File: src/rtl/reg_dump_reader.sv
// Purpose : debug read-side master that walks an address range through one
//           register-file read port and streams (address, data) pairs out.
// Latency : Start accepted -> first DumpValid after 2 posedges; 2 cycles/word minimum.
// Backpressure: a presented word is held in HOLD until DumpValid && DumpReady;
//               Abort cancels at any time and takes priority over a handshake.
//
// Ports:
//   Clk, Rst_n            clock, asynchronous active-low reset
//   Start, Abort          begin a dump (IDLE only) / cancel an active dump
//   FirstAddr, LastAddr   inclusive address range, latched on accepted Start
//   RegRdAddr, RegRdData  register-file read port (data is combinational)
//   DumpValid, DumpReady  output word handshake
//   DumpAddr, DumpData    presented word and its address
//   Busy, Done            dump in progress / one-cycle completion pulse
//   WordCount, DumpSum    words transferred and their mod-2^DATA_W sum

module reg_dump_reader #(
  parameter int ADDR_W = 5,
  parameter int DATA_W = 32,
  parameter int CNT_W  = 6
) (
  input  logic              Clk,
  input  logic              Rst_n,
  input  logic              Start,
  input  logic              Abort,
  input  logic [ADDR_W-1:0] FirstAddr,
  input  logic [ADDR_W-1:0] LastAddr,
  output logic [ADDR_W-1:0] RegRdAddr,
  input  logic [DATA_W-1:0] RegRdData,
  output logic              DumpValid,
  input  logic              DumpReady,
  output logic [ADDR_W-1:0] DumpAddr,
  output logic [DATA_W-1:0] DumpData,
  output logic              Busy,
  output logic              Done,
  output logic [CNT_W-1:0]  WordCount,
  output logic [DATA_W-1:0] DumpSum
);

  typedef enum logic [1:0] {
    ST_IDLE = 2'd0,
    ST_READ = 2'd1,
    ST_HOLD = 2'd2,
    ST_DONE = 2'd3
  } state_t;

  state_t state;
  state_t state_nxt;

  logic [ADDR_W-1:0] cur;
  logic [ADDR_W-1:0] last_addr;
  logic [DATA_W-1:0] rd_word;
  logic              at_last;

  // cur only changes on the way into READ, so it doubles as the read
  // address and naturally holds its last value outside READ.
  assign RegRdAddr = cur;

  // Address 0 reads as zero regardless of what the register file returns.
  assign rd_word = (cur == '0) ? '0 : RegRdData;
  assign at_last = (cur == last_addr);

  // State register
  always_ff @(posedge Clk or negedge Rst_n) begin
    if (!Rst_n) begin
      state <= ST_IDLE;
    end else begin
      state <= state_nxt;
    end
  end

  // Next-state logic
  always_comb begin
    state_nxt = state;
    case (state)
      ST_IDLE: begin
        if (Start) begin
          state_nxt = ST_READ;
        end
      end
      ST_READ: begin
        state_nxt = Abort ? ST_IDLE : ST_HOLD;
      end
      ST_HOLD: begin
        // Abort wins over a handshake in the same cycle.
        if (Abort) begin
          state_nxt = ST_IDLE;
        end else if (DumpReady) begin
          state_nxt = at_last ? ST_DONE : ST_READ;
        end
      end
      ST_DONE: begin
        state_nxt = ST_IDLE;
      end
      default: begin
        state_nxt = ST_IDLE;
      end
    endcase
  end

  // Output decode
  always_comb begin
    DumpValid = 1'b0;
    Busy      = 1'b0;
    Done      = 1'b0;
    case (state)
      ST_READ: Busy = 1'b1;
      ST_HOLD: begin
        Busy      = 1'b1;
        DumpValid = 1'b1;
      end
      ST_DONE: Done = 1'b1;
      default: ;
    endcase
  end

  // Datapath: address walk, captured word, counters
  always_ff @(posedge Clk or negedge Rst_n) begin
    if (!Rst_n) begin
      cur       <= '0;
      last_addr <= '0;
      DumpAddr  <= '0;
      DumpData  <= '0;
      WordCount <= '0;
      DumpSum   <= '0;
    end else begin
      case (state)
        ST_IDLE: begin
          if (Start) begin
            cur       <= FirstAddr;
            last_addr <= LastAddr;
            WordCount <= '0;
            DumpSum   <= '0;
          end
        end
        ST_READ: begin
          if (!Abort) begin
            DumpAddr  <= cur;
            DumpData  <= rd_word;
            DumpSum   <= DumpSum + rd_word;
            WordCount <= WordCount + CNT_W'(1);
          end
        end
        ST_HOLD: begin
          // Increment wraps mod 2^ADDR_W, giving the FirstAddr > LastAddr walk.
          if (!Abort && DumpReady && !at_last) begin
            cur <= cur + ADDR_W'(1);
          end
        end
        default: ;
      endcase
    end
  end

endmodule

File: config.mk
export PLATFORM = sky130hd
export DESIGN_NAME = reg_dump_reader
export DESIGN_NICKNAME = d
export VERILOG_FILES = /design/src/rtl/reg_dump_reader.sv
export SDC_FILE = /design/constraint.sdc
export NUM_CORES = 1
export LEC_CHECK = 0
export CORE_ASPECT_RATIO = 0.6
export CORE_UTILIZATION = 45
export CTS_CLUSTER_SIZE = 20
export DETAILED_ROUTE_END_ITERATION = 16
export HOLD_SLACK_MARGIN = 0.08
export PLACE_DENSITY = 0.74
export SYNTH_ARGS = -nofsm -noshare
export SYNTH_HDL_FRONTEND = slang
export SYNTH_SLANG_ARGS = --single-unit
File: constraint.sdc
create_clock -name Clk -period 4.43 [get_ports Clk]
set_input_delay 0.443 -clock Clk [delete_from_list [all_inputs] [get_ports Clk]]
set_output_delay 0.443 -clock Clk [all_outputs]
set_load 0.05 [all_outputs]
-- After elaboration in Yosys (flattened, before gate mapping)
Cells that the tools add are included.
- bits in registers: 87
- input bits: 47
- output and inout bits: 83
- logic and storage cells: 52
- $add $sub $neg: 3
- equal/unequal tests: 8
- multiplexer cells: 19
- bitwise logic cells: 1
- reductions and logical operators: 14
- operator list (kind ; count):
    32-bit 2-to-1 mux ; 3
    32-bit case mux with 2 select lines ; 1
    32-bit adder ; 1
    6-bit 2-to-1 mux ; 2
    6-bit case mux with 2 select lines ; 1
    2-bit 2-to-1 mux ; 5
    5-bit 2-to-1 mux ; 2
    5-bit case mux with 2 select lines ; 1
    2-bit case mux with 4 select lines ; 1
    6-bit by 1-bit adder with 6-bit output (second input constant) ; 1
    2-bit inequality test (second input constant) ; 3
    2-bit AND reduction ; 3
    3-bit AND reduction ; 2
    5-bit by 1-bit adder with 5-bit output (second input constant) ; 1
    5-bit equality test ; 1
    5-bit logical NOT ; 1
    2-bit equality test (second input constant) ; 2
    2-bit nonzero test ; 2
    1-bit 2-to-1 mux ; 3
    3-bit inequality test (second input constant) ; 1
    2-bit by 1-bit equality test with 1-bit output (second input constant) ; 1
    1-bit logical AND ; 2
    1-bit logical NOT ; 2
    2-bit logical NOT ; 1
    other kinds (2) ; 2

-- Longest topological paths before layout
Gate-level depths: netlist of run 1.
- word-level depth: 5
- depth in mapped cells: 17
- gate-level depth less buffers: 16

-- Least setup slack after synthesis of run 1
OpenSTA, ideal clock, no wires.
- path kind: register to register
- start: register cur[0], in the netlist RegRdAddr[0]
- end: register DumpSum[30]
- setup time: 0.130 ns
- data arrival time: 3.697 ns
- setup slack: 0.603 ns
- cell stages (with the launch flop): 17
- buffers on the path: 2
- clock period less this slack: 3.827 ns
- cell sequence: dfrtp_1 inv_1 ha_1 or4b_2 clkbuf_1 and2_1 ha_1 buf_6 a21o_1 a21oi_2 o22ai_1 or3b_1 a21oi_2 o31ai_2 a41oi_2 xor2_1 o21ai_1
- longest elaborated chain between the ends: 5
- ends and longest elaborated chain (item ; RTL line ; source):
    start: declaration ; 50 ; logic [ADDR_W-1:0] cur;
    start signal: assignment ; 130 ; cur <= FirstAddr;
    start signal: assignment ; 147 ; cur <= cur + ADDR_W'(1);
    5-bit logical NOT ; 60 ; assign rd_word = (cur == '0) ? '0 : RegRdData;
    32-bit 2-to-1 mux ; 60 ;
    via rd_word[11] ; 52 ; logic [DATA_W-1:0] rd_word;
    32-bit adder ; 140 ; DumpSum <= DumpSum + rd_word;
    32-bit 2-to-1 mux ; 137 ; if (!Abort) begin
    32-bit case mux with 2 select lines ; 127 ; case (state)
    end signal: assignment ; 140 ;
    end: declaration ; 37 ; output logic [DATA_W-1:0] DumpSum
The timed path passes the listed nets, and every way through them passes these cells. The select of a mux whose other input is x is not followed.
A chain may end at the register's enable or synchronous reset.

-- Worst setup path after layout of run 1
Ends and elaborated chain as after synthesis.

==> results of run 1 <==
worst max-delay path: stages (launching register included):
cell	delay, ns
dfrtp_1	0.45
inv_1	0.11
ha_1	0.20
or4b_4	0.35
and2_1	0.19
ha_1	0.20
inv_1	0.07
fa_1	0.39
nand2b_1	0.22
a21oi_2	0.21
o211ai_2	0.14
a31oi_4	0.24
a21oi_2	0.10
o31ai_2	0.44
a41oi_2	0.19
xor2_1	0.18
o21ai_1	0.08
kinds of logic after synthesis:
kind of cell / after synthesis / synth area share (%)
XOR/XNOR: 38 / 6.15
multiplexers: 40 / 8.28
adder cells (fa/ha/maj): 40 / 9.39
AO/OA/AOI/OAI: 141 / 17.2
AND/OR/NAND/NOR: 175 / 15.7
buffers and inverters: 33 / 3.14
flip-flops: 87 / 40.2
layer usage:
| layer | GRT usage, % | up-vias |
|---|---|---|
| li1 | - | 2211 |
| met1 | 36.2 | 2200 |
| met4 | 5.13 | 0 |
| met3 | 4.62 | 11 |
| met2 | 35.2 | 129 |
| met5 | 0 | - |
cells in the final DEF (no fill, tap or decap), drive strengths merged, types with 2 or more instances in the layout:
master / n
clkdlybuf4s50: 128
dfrtp: 87
nand2: 67
o21ai: 52
ha: 39
mux2: 38
nor2: 34
a21oi: 34
and2: 31
xor2: 23
xnor2: 15
nand3: 13
a21o: 13
inv: 11
clkbuf: 10
nand2b: 8
buf: 7
a31oi: 7
nand4: 6
o22ai: 5
o21bai: 4
o211ai: 4
a22o: 3
nor3: 3
a21boi: 3
clkinv: 3
and3: 2
mux2i: 2
nand3b: 2
bufinv: 2
a211oi: 2
a2111oi: 2
o41ai: 2
o31ai: 2
Yosys cell counts, drive strengths merged (2+ instances only):
library cell  count  area (µm²)
mux2             38         428
nor2             34         135
a21oi            34         185
ha               39         488
xnor2            15         131
clkbuf           18        87.6
mux2i             2        20.0
dfrtp            87        2180
buf               4        41.3
o31ai             2        20.0
and3              2        12.5
nand2b            8        50.1
a22o              3        26.3
a21boi            3        26.3
inv              11        41.3
nand3            13        65.1
nand4             6        37.5
o21ai            52         264
o21bai            4        30.0
o41ai             2        25.0
o211ai            4        35.0
a21o             13         103
and2             31         194
nand2            67         251
xor2             23         201
a31oi             7        58.8
o22ai             5        31.3
nand3b            2        15.0
nor3              3        20.0
a211oi            2        20.0
a2111oi           2        23.8
power groups by stage:
stage,Sequential (mW),Clock (mW),Combinational (mW)
after CTS,1.45,0.840,3.98
after floorplan,2.52,0,1.74
after global routing,1.50,0.874,4.26
after detailed placement,1.45,0,3.95
after global placement,1.44,0,3.90
final,1.45,0.827,3.98
area by class of cell:
| cell class | count | area [µm²] |
|---|---|---|
| timing repair buffer | 135 | 1330 |
| sequential | 87 | 2180 |
| tap | 160 | 200 |
| clock buffer | 10 | 239 |
| inverter | 11 | 41.3 |
| clock inverter | 5 | 82.6 |
| multi-input combinational | 434 | 3070 |
| fill | 943 | 4340 |
through the flow:
| stage | power, mW | cell area (µm²) | util, % | std cells |
|---|---|---|---|---|
| final | 6.26 | 7150 | 62.2 | 842 |
| after global routing | 6.63 | 7150 | 62.2 | 842 |
| after CTS | 6.27 | 7140 | 62.2 | 842 |
| after detailed placement | 5.41 | 6820 | 59.4 | 827 |
| after global placement | 5.34 | 6820 | 59.4 | 827 |
| after floorplan | 4.26 | 5410 | - | 554 |
sequential cells by signal (all words and copies together) (netlist names):
register	cells
RegRdAddr	5
DumpAddr	5
state	2
WordCount	6
DumpData	32
last_addr	5
DumpSum	32
worst paths after layout:
kind | start | to | slack, ns | cells after the start
max | RegRdAddr[0]$_DFFE_PN0P_ | DumpSum[30]$_DFFE_PN0P_ | 0.52 | 16
max reg2reg | RegRdAddr[0]$_DFFE_PN0P_ | DumpSum[30]$_DFFE_PN0P_ | 0.52 | 16
min reg2reg | DumpData[31]$_DFFE_PN0P_ | DumpData[31]$_DFFE_PN0P_ | 0.49 | 2
min | Rst_n | DumpData[19]$_DFFE_PN0P_ | 0.08 | 1
max in group asynchronous | Rst_n | DumpData[28]$_DFFE_PN0P_ | 3.33 | 2
min in group Clk | DumpData[31]$_DFFE_PN0P_ | DumpData[31]$_DFFE_PN0P_ | 0.49 | 2
==> results list, run 1 <==
- Share of layout cells above drive strength 1: 12.3%
- The pre-antenna-repair detailed-routing pass consisted of 5 iterations.
* Arrival time of the worst setup path: 4.11 ns
- Of the total power, the share spent switching nets is 50.0%.
- The worst path in the final design needs a cycle of 3.91 ns, including I/O delays and setup.
- The count of final hold-check violations was 0.
* Clock buffer depth: 2
- Summed over all layers, the global routing overflow is 0.
- Portion of the post-synthesis area used by sequential elements: 40.2%
- Wl on met1: 7.43 mm
* Clock Latency Late Sink: around 0.34 ns
- In the finished design, the share of the clock period the worst path needs comes to 88.2%.
- Resized Gates After CTS: 0
- The first global-routing pass estimated about 23 mm of wire.
- The worst-case IR drop observed on VDD is 0.555 mV.
* Post-Syn Area: 5410 µm²
* TritonCTS clock tree: built
* Yosys warning count: 0
* Syn_area_per_cell: 9.77 µm²
* First-iteration detailed-routing DRC count: 279
- In the final routed layout, each cell accounts on average for 17.1 µm.
* Post-synth EDFFs: 0
- Hold WS: 0.0837 ns
* Number of different library cells in the post-synthesis netlist: 64
- Gate Count Post-Synth: 554
* Worst Skew: 0.00652 ns
* Number of antenna-violating nets in the routed design: 0
- For the pin with the worst max-slew slack, the measured transition is 0.777 ns.
- Worst setup timing slack at the placement stage: 0.287 ns
- Relative slew slack: 48.0%
- Wire length on met2: slightly above 6 mm
* Synthesized netlist net count: 641
- Estimated wirelength of the detail-placed design: 10.7 mm
* Number of buffers inserted for hold repair after clock tree synthesis: 0
- Entering global routing, the biggest net connects 49 pins.
- Clock-pin slew was measured on the worst setup and hold paths at 0.07 ns.
- Power density over the cells: 876 nW/µm²
- After layout, the worst setup slack is between 0.5 and 0.6 ns.
- For this design the top-level I/O count stands at 130.
* CP Data Required Time: 4.63 ns
- Category of the worst setup path capture point: flip-flop
- Once the clock tree was built, the setup fixing pass inserted 0 buffers.
* Clk network pwr share: 13.2%
* Vert. Die Dim: 87.0 µm
* Internal power contribution: 3.13 mW
* Worst min-delay path class: in2async
- Via count of the first global-routing pass: 4,449
- The analysis attributes to net switching a power of 3.13 mW.
* Post-synth ARST share: 100%
- The number of antenna diodes in the final layout is 0.
- The die covers 12,500 µm².
- Total count of max-transition violations in the final report: 0
* Highest clock frequency the design can meet: between 0.2 and 0.3 GHz
- After detailed routing, the number of remaining DRC violations is 0.
- In the detailed route, the total length drawn on met3 is 756 µm.
- Effective utilization at floorplan: 47.1%
* Number of setup violations in the final report: 0
- CTS buffer count: 9
- Max Used Layer: met4
- The number of antenna violations at the first check in global routing was 0.
- Static leakage: 3.09 nW
- Die span in x: 144 µm
- Across every metal layer, demand over resource in global routing totals 23.9%.
- In this run, synthesis produced a sequential element count of just under 90.
* Fraction of power consumed by combinational cells: 63.6%
- In the synthesized netlist the dominant register cell turns out to be dfrtp_1.
- In the final timing run, aggregate negative setup slack is 0 ns.
* RSZ-0062 raised after global routing: no
* Reported max-cap violation count: 0
- Nature of the critical path startpoint: flip-flop
- Compared with the post-synthesis result, the final layout area differs by 32.0%.
* Total Wirelength: 14.4 mm
- Clock tree synthesis found a total of 87 sinks.
- Depth of the CTS H-tree: 3
* Via count: 4,551
* Port Buf Inserts: approximately 130
* Maximum net fanout on the critical path: 21
- Relative contribution of sequential cells to total power: 23.2%
- Critical path class: reg2reg
- At the end of routability-driven placement, the weighted congestion stood at 0.912.
- Library cell used as clock root buffer: clkbuf_16
- After floorplanning, the core was divided into 30 placement rows.
* Final net count: 765
- The flow ran to the end, and the final reports show no timing, DRC or antenna violations.
- Avg Vias per Cell: between 5 and 6
- Standard cell core area: 11,500 µm²
Power figures use the tool's default switching activity.
==> run 2: changes to the inputs <==
--- a/config.mk
+++ b/config.mk
@@ -11,6 +11,7 @@
 export DETAILED_ROUTE_END_ITERATION = 16
 export HOLD_SLACK_MARGIN = 0.08
 export PLACE_DENSITY = 0.74
+export SKIP_CTS_REPAIR_TIMING = 1
 export SYNTH_ARGS = -nofsm -noshare
 export SYNTH_HDL_FRONTEND = slang
 export SYNTH_SLANG_ARGS = --single-unit
==> results of run 2 <==
The final DEF is identical to that of run 1; final timing and power are the same.
==> run 3: changes to the inputs <==
--- a/config.mk
+++ b/config.mk
@@ -12,6 +12,7 @@
 export HOLD_SLACK_MARGIN = 0.08
 export PLACE_DENSITY = 0.74
 export SKIP_CTS_REPAIR_TIMING = 1
+export SLEW_MARGIN = 5
 export SYNTH_ARGS = -nofsm -noshare
 export SYNTH_HDL_FRONTEND = slang
 export SYNTH_SLANG_ARGS = --single-unit
==> results of run 3 <==
The final DEF is identical to that of run 1; final timing and power are the same.
